File: src/rtl/mult_sequencer.sv
// Control sequencer for the signed shift-add multiplier: converts Run / Load levels into
// single-cycle datapath strobes. Define MULT_FIXED_LATENCY_EN for data-independent latency.
module mult_sequencer #(
    parameter int N_BITS = 8
) (
    input  logic clk,
    input  logic reset,
    input  logic run,
    input  logic load_b_req,
    input  logic m,
    output logic clr_xa,
    output logic ld_b,
    output logic add,
    output logic sub,
    output logic shift,
    output logic busy,
    output logic done
);

    localparam int IW = (N_BITS > 2) ? $clog2(N_BITS) : 1;
    localparam logic [IW-1:0] LAST_ITER = IW'(N_BITS - 1);

    typedef enum logic [2:0] {
        S_IDLE  = 3'd0,
        S_LOADB = 3'd1,
        S_CLRXA = 3'd2,
        S_EVAL  = 3'd3,
        S_SHIFT = 3'd4,
        S_HOLD  = 3'd5
    } state_t;

    state_t          state_q, state_d;
    logic [IW-1:0]   iter_q, iter_d;
    logic            run_q, ldb_q;
    logic            run_rise, ldb_rise, last_iter;

    assign run_rise  = run & ~run_q;
    assign ldb_rise  = load_b_req & ~ldb_q;
    assign last_iter = (iter_q == LAST_ITER);

    // Next-state and iteration counter
    always_comb begin
        state_d = state_q;
        iter_d  = iter_q;
        case (state_q)
            S_IDLE: begin
                // Load wins over a coincident run edge; that run edge is lost
                if (ldb_rise) begin
                    state_d = S_LOADB;
                end else if (run_rise) begin
                    state_d = S_CLRXA;
                end else begin
                    state_d = S_IDLE;
                end
            end
            S_LOADB: state_d = S_IDLE;
            S_CLRXA: begin
                iter_d  = '0;
                state_d = S_EVAL;
            end
            S_EVAL: begin
`ifdef MULT_FIXED_LATENCY_EN
                state_d = S_SHIFT;
`else
                if (m) begin
                    state_d = S_SHIFT;
                end else if (last_iter) begin
                    state_d = S_HOLD;
                end else begin
                    iter_d  = iter_q + IW'(1);
                    state_d = S_EVAL;
                end
`endif
            end
            S_SHIFT: begin
                if (last_iter) begin
                    state_d = S_HOLD;
                end else begin
                    iter_d  = iter_q + IW'(1);
                    state_d = S_EVAL;
                end
            end
            S_HOLD: begin
                if (!run) begin
                    state_d = S_IDLE;
                end else begin
                    state_d = S_HOLD;
                end
            end
            default: state_d = S_IDLE;
        endcase
    end

    // State registers; edge-detect history resets high so a held button never fires
    always_ff @(posedge clk) begin
        if (reset) begin
            state_q <= S_IDLE;
            iter_q  <= '0;
            run_q   <= 1'b1;
            ldb_q   <= 1'b1;
        end else begin
            state_q <= state_d;
            iter_q  <= iter_d;
            run_q   <= run;
            ldb_q   <= load_b_req;
        end
    end

    // Strobe decode from state (add/sub also use m, which is itself a register output)
    always_comb begin
        clr_xa = 1'b0;
        ld_b   = 1'b0;
        add    = 1'b0;
        sub    = 1'b0;
        shift  = 1'b0;
        busy   = 1'b0;
        done   = 1'b0;
        case (state_q)
            S_IDLE: begin
                busy = 1'b0;
            end
            S_LOADB: begin
                ld_b   = 1'b1;
                clr_xa = 1'b1;
            end
            S_CLRXA: begin
                clr_xa = 1'b1;
                busy   = 1'b1;
            end
            S_EVAL: begin
                busy = 1'b1;
                add  = m & ~last_iter;
                sub  = m & last_iter;
`ifndef MULT_FIXED_LATENCY_EN
                shift = ~m;
`endif
            end
            S_SHIFT: begin
                busy  = 1'b1;
                shift = 1'b1;
            end
            S_HOLD: begin
                done = 1'b1;
            end
            default: begin
                busy = 1'b0;
            end
        endcase
    end

endmodule

File: config.mk
export PLATFORM = sky130hd
export DESIGN_NAME = mult_sequencer
export DESIGN_NICKNAME = d
export VERILOG_FILES = /design/src/rtl/mult_sequencer.sv
export SDC_FILE = /design/constraint.sdc
export NUM_CORES = 1
export LEC_CHECK = 0
export ABC_CLOCK_PERIOD_IN_PS = 1220
export BUFFER_PORTS_ARGS = -buffer_cell sky130_fd_sc_hd__buf_4
export CAP_MARGIN = 15
export CORE_AREA = 2 2 39 41
export CTS_BUF_LIST = sky130_fd_sc_hd__clkbuf_8 sky130_fd_sc_hd__clkbuf_16
export CTS_CLUSTER_SIZE = 14
export DETAILED_ROUTE_END_ITERATION = 12
export DIE_AREA = 0 0 41 43
export SYNTH_ARGS = -nofsm -noshare
export SYNTH_HDL_FRONTEND = slang
export SYNTH_SLANG_ARGS = --single-unit
File: constraint.sdc
create_clock -name clk -period 1.22 [get_ports clk]
set_input_delay 0.061 -clock clk [delete_from_list [all_inputs] [get_ports clk]]
set_output_delay 0.061 -clock clk [all_outputs]
set_load 0.03 [all_outputs]
**Word level (Yosys, flattened, before mapping)**

Cells that the tools add are included.

- Flip-flop bits (word level): 8
- Bits in latches: 0
- Bits in writable memories: 0
- Memory bits (read-only): 0
- Input bits: 5
- Output and inout port bits: 7
- Word-level logic and storage cells: 41
- Memories kept: 0

- Add/subtract/negate cells: 1
- Multipliers: 0
- Divide/modulo/power cells: 0
- Magnitude comparators: 0
- Equal/unequal tests: 7
- Shifts and indexed selects: 0
- Multiplexer cells: 16
- Bitwise operators: 8
- Reduce and logical (&&, ||, !) cells: 5

Operator list:

| cell | count |
|---|---|
| 3-bit two-way mux | 5 |
| 3-bit case mux with 5 select lines | 1 |
| 3-bit == test (second input constant) | 3 |
| 3-bit case mux with 3 select lines | 1 |
| 3-bit by 2-bit == test with 1-bit output (second input constant) | 2 |
| 1-bit two-way mux | 6 |
| 1-bit AND | 4 |
| 2-bit two-way mux | 2 |
| 1-bit inverter | 4 |
| 3-bit by 1-bit adder with 3-bit output (second input constant) | 1 |
| 3-bit by 1-bit == test with 1-bit output (second input constant) | 1 |
| 3-bit zero test | 1 |
| 3-bit nonzero test | 1 |
| 3-bit OR reduction | 1 |
| 2-bit inequality test (second input constant) | 1 |
| 1-bit case mux with 2 select lines | 1 |
| 2-bit AND reduction | 1 |
| 2-bit OR reduction | 1 |

**Depth between registers and ports, before layout**

Gate-level depths: netlist of the first run.

- Depth in word-level cells: 5
- Mapped depth: 6
- Gate-level depth less buffers: 6

**Worst setup path after synthesis of the first run**

Ideal clock, no wire load.

- Path type: register to register
- Start point: reg state_q[0]
- End point: reg state_q[0]
- Setup time: 0.116 ns
- Arrival time: 1.618 ns
- Setup slack: -0.514 ns
- Stages on the path, launching flop included: 5
- Path buffers: 1
- Clock period less this slack: 1.734 ns
- Cell sequence: dfxtp_1 -> buf_2 -> nor3b_1 -> a211o_2 -> o21ba_2

- Longest elaborated chain between the ends: 2

Ends and longest elaborated chain:

| element | RTL line | text |
|---|---|---|
| from (decl) | 32 | `state_t state_q, state_d;` |
| from (signal assigned) | 102 | `state_q <= state_d;` |
| 3-bit == test, or another cell as far along | 45 | `case (state_q)` |
| 3-bit case mux with 5 select lines * | 45 |  |

Mark *: on every way between the ends. The rest lies on a longest branch, timed or not.
A chain may end at the register's enable or synchronous reset.

**Worst setup path in the final report of the first run**

- Start point: reg state_q[1]
- End point: out shift

- Longest elaborated chain between the ends: 2

Ends and longest elaborated chain:

| element | RTL line | text |
|---|---|---|
| 3-bit == test / 3-bit by 2-bit == test with 1-bit output (equally long branches) | 118 | `case (state_q)` |
| 1-bit case mux with 2 select lines * | 118 |  |
| to (decl) | 15 | `output logic shift,` |

Marked as above.

==> results_dict.tcl, run 1 <==
set metrics [dict create \
    worstMarginPinSlew_ps 251 \
    hold-path-cell-count 2 \
    crit_path_frequent_cell "buf_6" \
    setup_violations 13 \
    nets 91 \
    antenna_found_initial 0 \
    root_buffer "clkbuf_8" \
    critPathKind "reg2out" \
    wire_per_inst_um 12.9 \
    ys_warn_count 0 \
    cp_top_family "simple AND/OR/NAND/NOR gates" \
    r2r_cells 4 \
    grtUsageTotal_pct 16.5 \
    crit_path_top_delay_cell "or3b_4" \
    slew_violations 0 \
    first_pass_iters 4 \
    crit_arrival_ps 1350 \
    vias_per_cell 5.00 \
    setup_ws_ps -189 \
    die_h_um 43 \
    cp_num_buf_inv 2 \
    worstPathCellList "or3b_4 > buf_6 > o21ai_4 > buf_6" \
    design_area_um2 860 \
    grt_pass1_vias 464 \
    cts_hold_buf 0 \
    overflow 0 \
    holdCritPathClass "in2reg" \
    power.density_mw_per_mm2 837 \
    fin_crit_sh_pct 116 \
    crit_cells 4 \
    hold_viol 0 \
    drc 0 \
    start_util_pct 34.9 \
    core_mm2 0.00138 \
    slew_headroom_pct 83.0 \
    leakage_nw 0.382 \
    avgSynthCellArea_um2 8.78 \
    timing.final.crit_period_ps 1410 \
    grt_first_pass_wirelength_mm 1.90 \
    num_io_pins 12 \
    ys_types 26 \
    num_antenna_cells 0 \
    crit_required_ps 1160 \
    syn_area_um2 483 \
    yosys-top-cells-area "dfxtp_1 33%, mux2i_1 6.2%, ha_1 5.2%, nand2b_1 5.2%, buf_6 4.7%" \
    h-tree-depth 1 \
    status "complete, but fails checks" \
    vias 490 \
    rsz0062_at_grt "yes" \
    path_clk_slew_ps 40 \
    clock_skew_ps 5.83 \
    drtAntennaViolNets 0 \
    grt_max_degree 9 \
    critPathMaxStageDelay_ps 420 \
    drive_gt1_share_pct 61.0 \
    total_power_mw 0.720 \
    netlist_instances 55 \
    cts_tree "yes" \
    yosysSeqAreaShare_pct 33.2 \
    dp_hpwl_um 833 \
    cts.path.max_buffers 2 \
    dr.first_iter.drc_count 4 \
    area_growth_pct 78.0 \
    die_x_um 41 \
    synth_top_area_share_pct 33.2 \
    io_buffers 11 \
    fmax_mhz 710 \
    start_kind "flip-flop" \
    rows 14 \
    place_congestion 0.779 \
    violations "negative setup slack" \
    clkSinkCount 8 \
    cap_violations 0 \
    timing.critical_path.to_type "output port" \
    numCtsBuffers 3 \
    ys_seq_elements 8 \
    ir_worst_vdd_v 0.000502 \
    place_area_um2 667 \
    dieArea_mm2 0.00176 \
    routed_wl_mm 1.26 \
    clk_latency_ps 230 \
    synth_top_area_cell "dfxtp_1" \
    syn_nets 62 \
    path_max_fanout 3 \
]
-- metal layers --
metal  up-vias  part of all wire [%]  track usage [%]
met5         -                     0                0
li1        243                     -                -
met1       233                    41             16.6
met2        12                    53             27.8
met4         0                   1.3             6.00
met3         2                   4.3             7.85
-- layout by cell type, fill, tap and decap left out, types with 3 or more instances in the layout --
master    count
a21oi_1       3
mux2i_1       3
buf_6        15
dfxtp_2       3
nor2_1        4
dfxtp_1       4
clkbuf_8      3
buf_4        12
nand2_1       5
nand2b_1      4
-- cells by family after synthesis --
kind of cell / Yosys count / share of synthesized area [%]
AO/OA/AOI/OAI: 10 / 15.8
buffers and inverters: 6 / 8.03
flip-flops: 8 / 33.2
AND/OR/NAND/NOR: 25 / 29.8
XOR/XNOR: 1 / 1.81
multiplexers: 3 / 6.22
adder cells (fa/ha/maj): 2 / 5.18
-- worst paths after layout --
kind,endpoint,from,slack [ps]
setup / recovery,shift,state_q[1]$_SDFF_PP0_,-190
hold / removal,ldb_q$_SDFF_PP1_,load_b_req,30
setup reg to reg,iter_q[0]$_SDFFE_PP0P_,state_q[1]$_SDFF_PP0_,-150
hold reg to reg,iter_q[1]$_SDFFE_PP0P_,iter_q[1]$_SDFFE_PP0P_,490
-- state kept, by name, summed over array words and instances (netlist names) --
signal,count
ldb_q,1
run_q,1
iter_q,3
state_q,3
-- metrics by stage --
| step | util (%) | cells | setup slack, ps | TNS, ps | hold WS [ps] |
|---|---|---|---|---|---|
| 2_1_floorplan | - | 55 | -94.0 | -401 | 165 |
| 3_3_place_gp | 48.2 | 89 | -95.1 | -347 | 262 |
| 3_5_place_dp | 48.2 | 89 | -136 | -587 | 264 |
| 4_1_cts | 58.0 | 96 | -159 | -1130 | 27.2 |
| 5_1_grt | 62.1 | 98 | -216 | -2000 | 21.1 |
| 6_report | 62.1 | 98 | -189 | -1530 | 27.5 |
-- power by group --
group | internal, mW | switching (mW)
Sequential | 0.269 | 0.00390
Combinational | 0.0659 | 0.0634
Clock | 0.214 | 0.103
Total | 0.549 | 0.171
-- Yosys cell counts --
library cell and count:
xnor2_1 1, or3b_4 1, a211o_2 1, buf_2 1, or2_2 2, o31ai_1 1
dfxtp_1 8, nor3b_1 1, nor2b_1 1, nand3b_1 1, or2b_1 1, buf_6 2
nor4b_1 1, o22a_4 1, nor2_1 4, inv_1 3, and3b_2 1, nand2b_1 4
mux2i_1 3, nor3_1 2, a21oi_1 4, o21ba_2 1, nand2_1 6, o22ai_1 1
o21ai_0 1, ha_1 2
-- cell type report --
class,instances,area [µm²]
multi-input combinational,41,360
fill,118,524
timing repair buffer,27,259
inverter,3,11.3
tap,16,20.0
clock buffer,3,41.3
sequential,8,168
-- repair_timing --
| item | CTS | global route |
|---|---|---|
| buffers inserted | 4 | 2 |
| setup endpoints to repair | 10 | 13 |
| pin swaps | 4 | 5 |
| gates resized for setup | 19 | 9 |
No activity file was read; power rests on OpenSTA's default activity.
==> inputs of run 2 (changes only) <==
ABC_AREA = 1   (was not set)
TNS_END_PERCENT = 10   (was not set)
==> run 2 against run 1 <==
The run still ends with negative setup slack left. Core utilization down 8.0 points. Flip-flop and latch count unchanged. Synthesized cell count increased by 24%. Area after synthesis is 1.8% lower. Via count up 2.2%. Global-route usage is 0.20 points lower. Critical path depth rose by 1. Clock-buffer cell count is the same. Cell count is 6.1% higher. Power increased by 3.7%. First-iteration DRC count increased by 25%.
==> results_dict.tcl, run 2 <==
set metrics [dict create \
    power.switching_mw 0.197 \
    core_mm2 0.00138 \
    ys_seq_elements 8 \
    path_max_fanout 3 \
    avgSynthCellArea_um2 6.97 \
    leakage_nw 0.342 \
    die_h_um 43 \
    numCtsBuffers 3 \
    top_regs "iter_q: 3 flops, state_q: 3 flops" \
    status "complete, but fails checks" \
    slew_violations 0 \
    wire_per_inst_um 11.5 \
    grt_first_pass_wirelength_mm 1.86 \
    ys_warn_count 0 \
    hold_viol 0 \
    antenna_found_initial 0 \
    synth_top_area_share_pct 33.8 \
    rr_endpoint "iter_q[2]$_SDFFE_PP0P_" \
    start_util_pct 34.3 \
    cts.path.max_buffers 2 \
    place_congestion 0.704 \
    synth_top_area_cell "dfxtp_1" \
    reg2reg_slack_ps -40 \
    grt_pass1_vias 489 \
    num_antenna_cells 0 \
    drc 0 \
    drtAntennaViolNets 0 \
    holdCritPathClass "in2reg" \
    p_sw_share_pct 26.4 \
    fin_crit_sh_pct 104 \
    root_buffer "clkbuf_8" \
    violations "negative setup slack" \
    ys_types 20 \
    clock_skew_ps 1.91 \
    cap_violations 0 \
    first_pass_iters 4 \
    worstMarginPinSlew_ps 188 \
    p_seq_share_pct 39.2 \
    whs_ps 14.4 \
    critPathKind "reg2out" \
    r2r_start "iter_q[0]$_SDFFE_PP0P_" \
    grt_max_degree 10 \
    total_power_mw 0.746 \
    syn_area_um2 474 \
    intPower_mw 0.549 \
    cts_tree "yes" \
    dp_hpwl_um 788 \
    overflow 0 \
    power.density_mw_per_mm2 998 \
    final_common_cell "buf_4" \
    dr.first_iter.drc_count 5 \
    h-tree-depth 1 \
    num_io_pins 12 \
    crit_arrival_ps 1210 \
    netlist_instances 68 \
    setup_violations 6 \
    final_cell_mix "15 x buf_4, 11 x nand2_1, 10 x nor2_1" \
    start_kind "flip-flop" \
    dieArea_mm2 0.00176 \
    die_x_um 41 \
    synth_ff_type "dfxtp_1" \
    clk_latency_ps 230 \
    rows 14 \
    yosys-top-cells-count "12 x nand2_1, 12 x nor2_1, 8 x dfxtp_1, 6 x inv_1, 4 x nand3_1" \
    grtUsageTotal_pct 16.3 \
    vias 501 \
    area_growth_pct 57.8 \
    rsz0062_at_grt "yes" \
    drive_gt1_share_pct 52.3 \
    clockPowerShare_pct 42.8 \
    pwr-share-comb_pct 17.9 \
    setup_ws_ps -47.6 \
    syn_nets 75 \
    fmax_mhz 789 \
    vias_per_cell 4.82 \
    timing.critical_path.to_type "output port" \
    endpoint "add" \
    path_clk_slew_ps 40 \
    slew_headroom_pct 87.4 \
    cts_hold_buf 0 \
    crit_required_ps 1160 \
    r2r_cells 8 \
    ir_worst_vdd_v 0.000712 \
    nets 97 \
    fill_cells 138 \
    crit_start "iter_q[0]$_SDFFE_PP0P_" \
    async_reset_ff_share_pct 0 \
    routed_wl_mm 1.20 \
    yosysSeqAreaShare_pct 33.8 \
    timing.final.crit_period_ps 1270 \
    synth_edf_count 0 \
    yosys-top-cells-area "dfxtp_1 34%, nand2_1 9.5%, nor2_1 9.5%, ha_1 5.3%, inv_1 4.7%" \
    clkSinkCount 8 \
    io_buffers 11 \
]
## run 2: layout make-up
type	instances	area (µm²)	share of cell area, %
Timing Repair Buffer	18	146	19.6
Inverter	9	41.3	5.52
Tap cell	16	20.0	2.68
Clock buffer	3	41.3	5.52
Sequential cell	8	169	22.6
Multi-Input combinational cell	50	330	44.1
## run 2: stage by stage
| step | instance area [µm²] | util (%) | cells | TNS (ps) | setup slack (ps) |
|---|---|---|---|---|---|
| 4_1_cts | 729 | 52.7 | 104 | -139 | -38.7 |
| 3_5_place_dp | 621 | 44.8 | 100 | -223 | -68.1 |
| 5_1_grt | 748 | 54.1 | 104 | -719 | -116 |
| 6_report | 748 | 54.1 | 104 | -199 | -47.6 |
| 3_3_place_gp | 621 | 44.8 | 100 | -141 | -46.2 |
| 2_1_floorplan | 484 | - | 68 | -21.0 | -21.0 |
## run 2: cell families (layout without fill, tap and decap cells)
logic type               after synthesis  after routing  share of synthesized area (%)
AND/OR/NAND/NOR                       42             42                           43.3
buffers and inverters                 10             30                           9.50
flip-flops                             8              8                           33.8
AO/OA/AOI/OAI                          6              6                           8.18
adder cells (fa/ha/maj)                2              2                           5.28
## run 2: worst max-delay path, stage by stage, from the launching register on
cell and delay (ps):
dfxtp_2 330, ha_4 160, ha_4 170, buf_6 120
nor2_4 70, buf_6 130
## run 2: what timing repair did
action,4_1_cts,5_1_grt
pin swaps,5,5
setup buffers,2,0
endpoints found under the hold margin,0,0
resized for setup,17,6
setup endpoints to repair,9,10
## run 2: worst min path at each step
stage | from | to | slack [ps] | depth (start not counted)
after global routing | reset | state_q[0]$_SDFF_PP0_ | 20 | 2
final | reset | state_q[1]$_SDFF_PP0_ | 10 | 2
after floorplan | reset | state_q[0]$_SDFF_PP0_ | 130 | 1
after CTS | reset | state_q[1]$_SDFF_PP0_ | 10 | 2
after global placement | load_b_req | ldb_q$_SDFF_PP1_ | 260 | 2
after detailed placement | load_b_req | ldb_q$_SDFF_PP1_ | 260 | 2
## run 2: layer usage
metal  track usage (%)  part of all wire [%]  routed length [µm]
met2              25.9                    52                 618
met5                 0                     0                   0
met3              4.71                   4.0                  48
met1              16.9                    41                 485
met4              12.0                   3.8                  45
## run 2: power by group through the flow
stage	clock network (mW)	registers, mW	logic [mW]
6_report	0.320	0.293	0.134
5_1_grt	0.339	0.295	0.150
4_1_cts	0.327	0.291	0.128
3_5_place_dp	0	0.290	0.120
3_3_place_gp	0	0.290	0.119
2_1_floorplan	0	0.289	0.0781
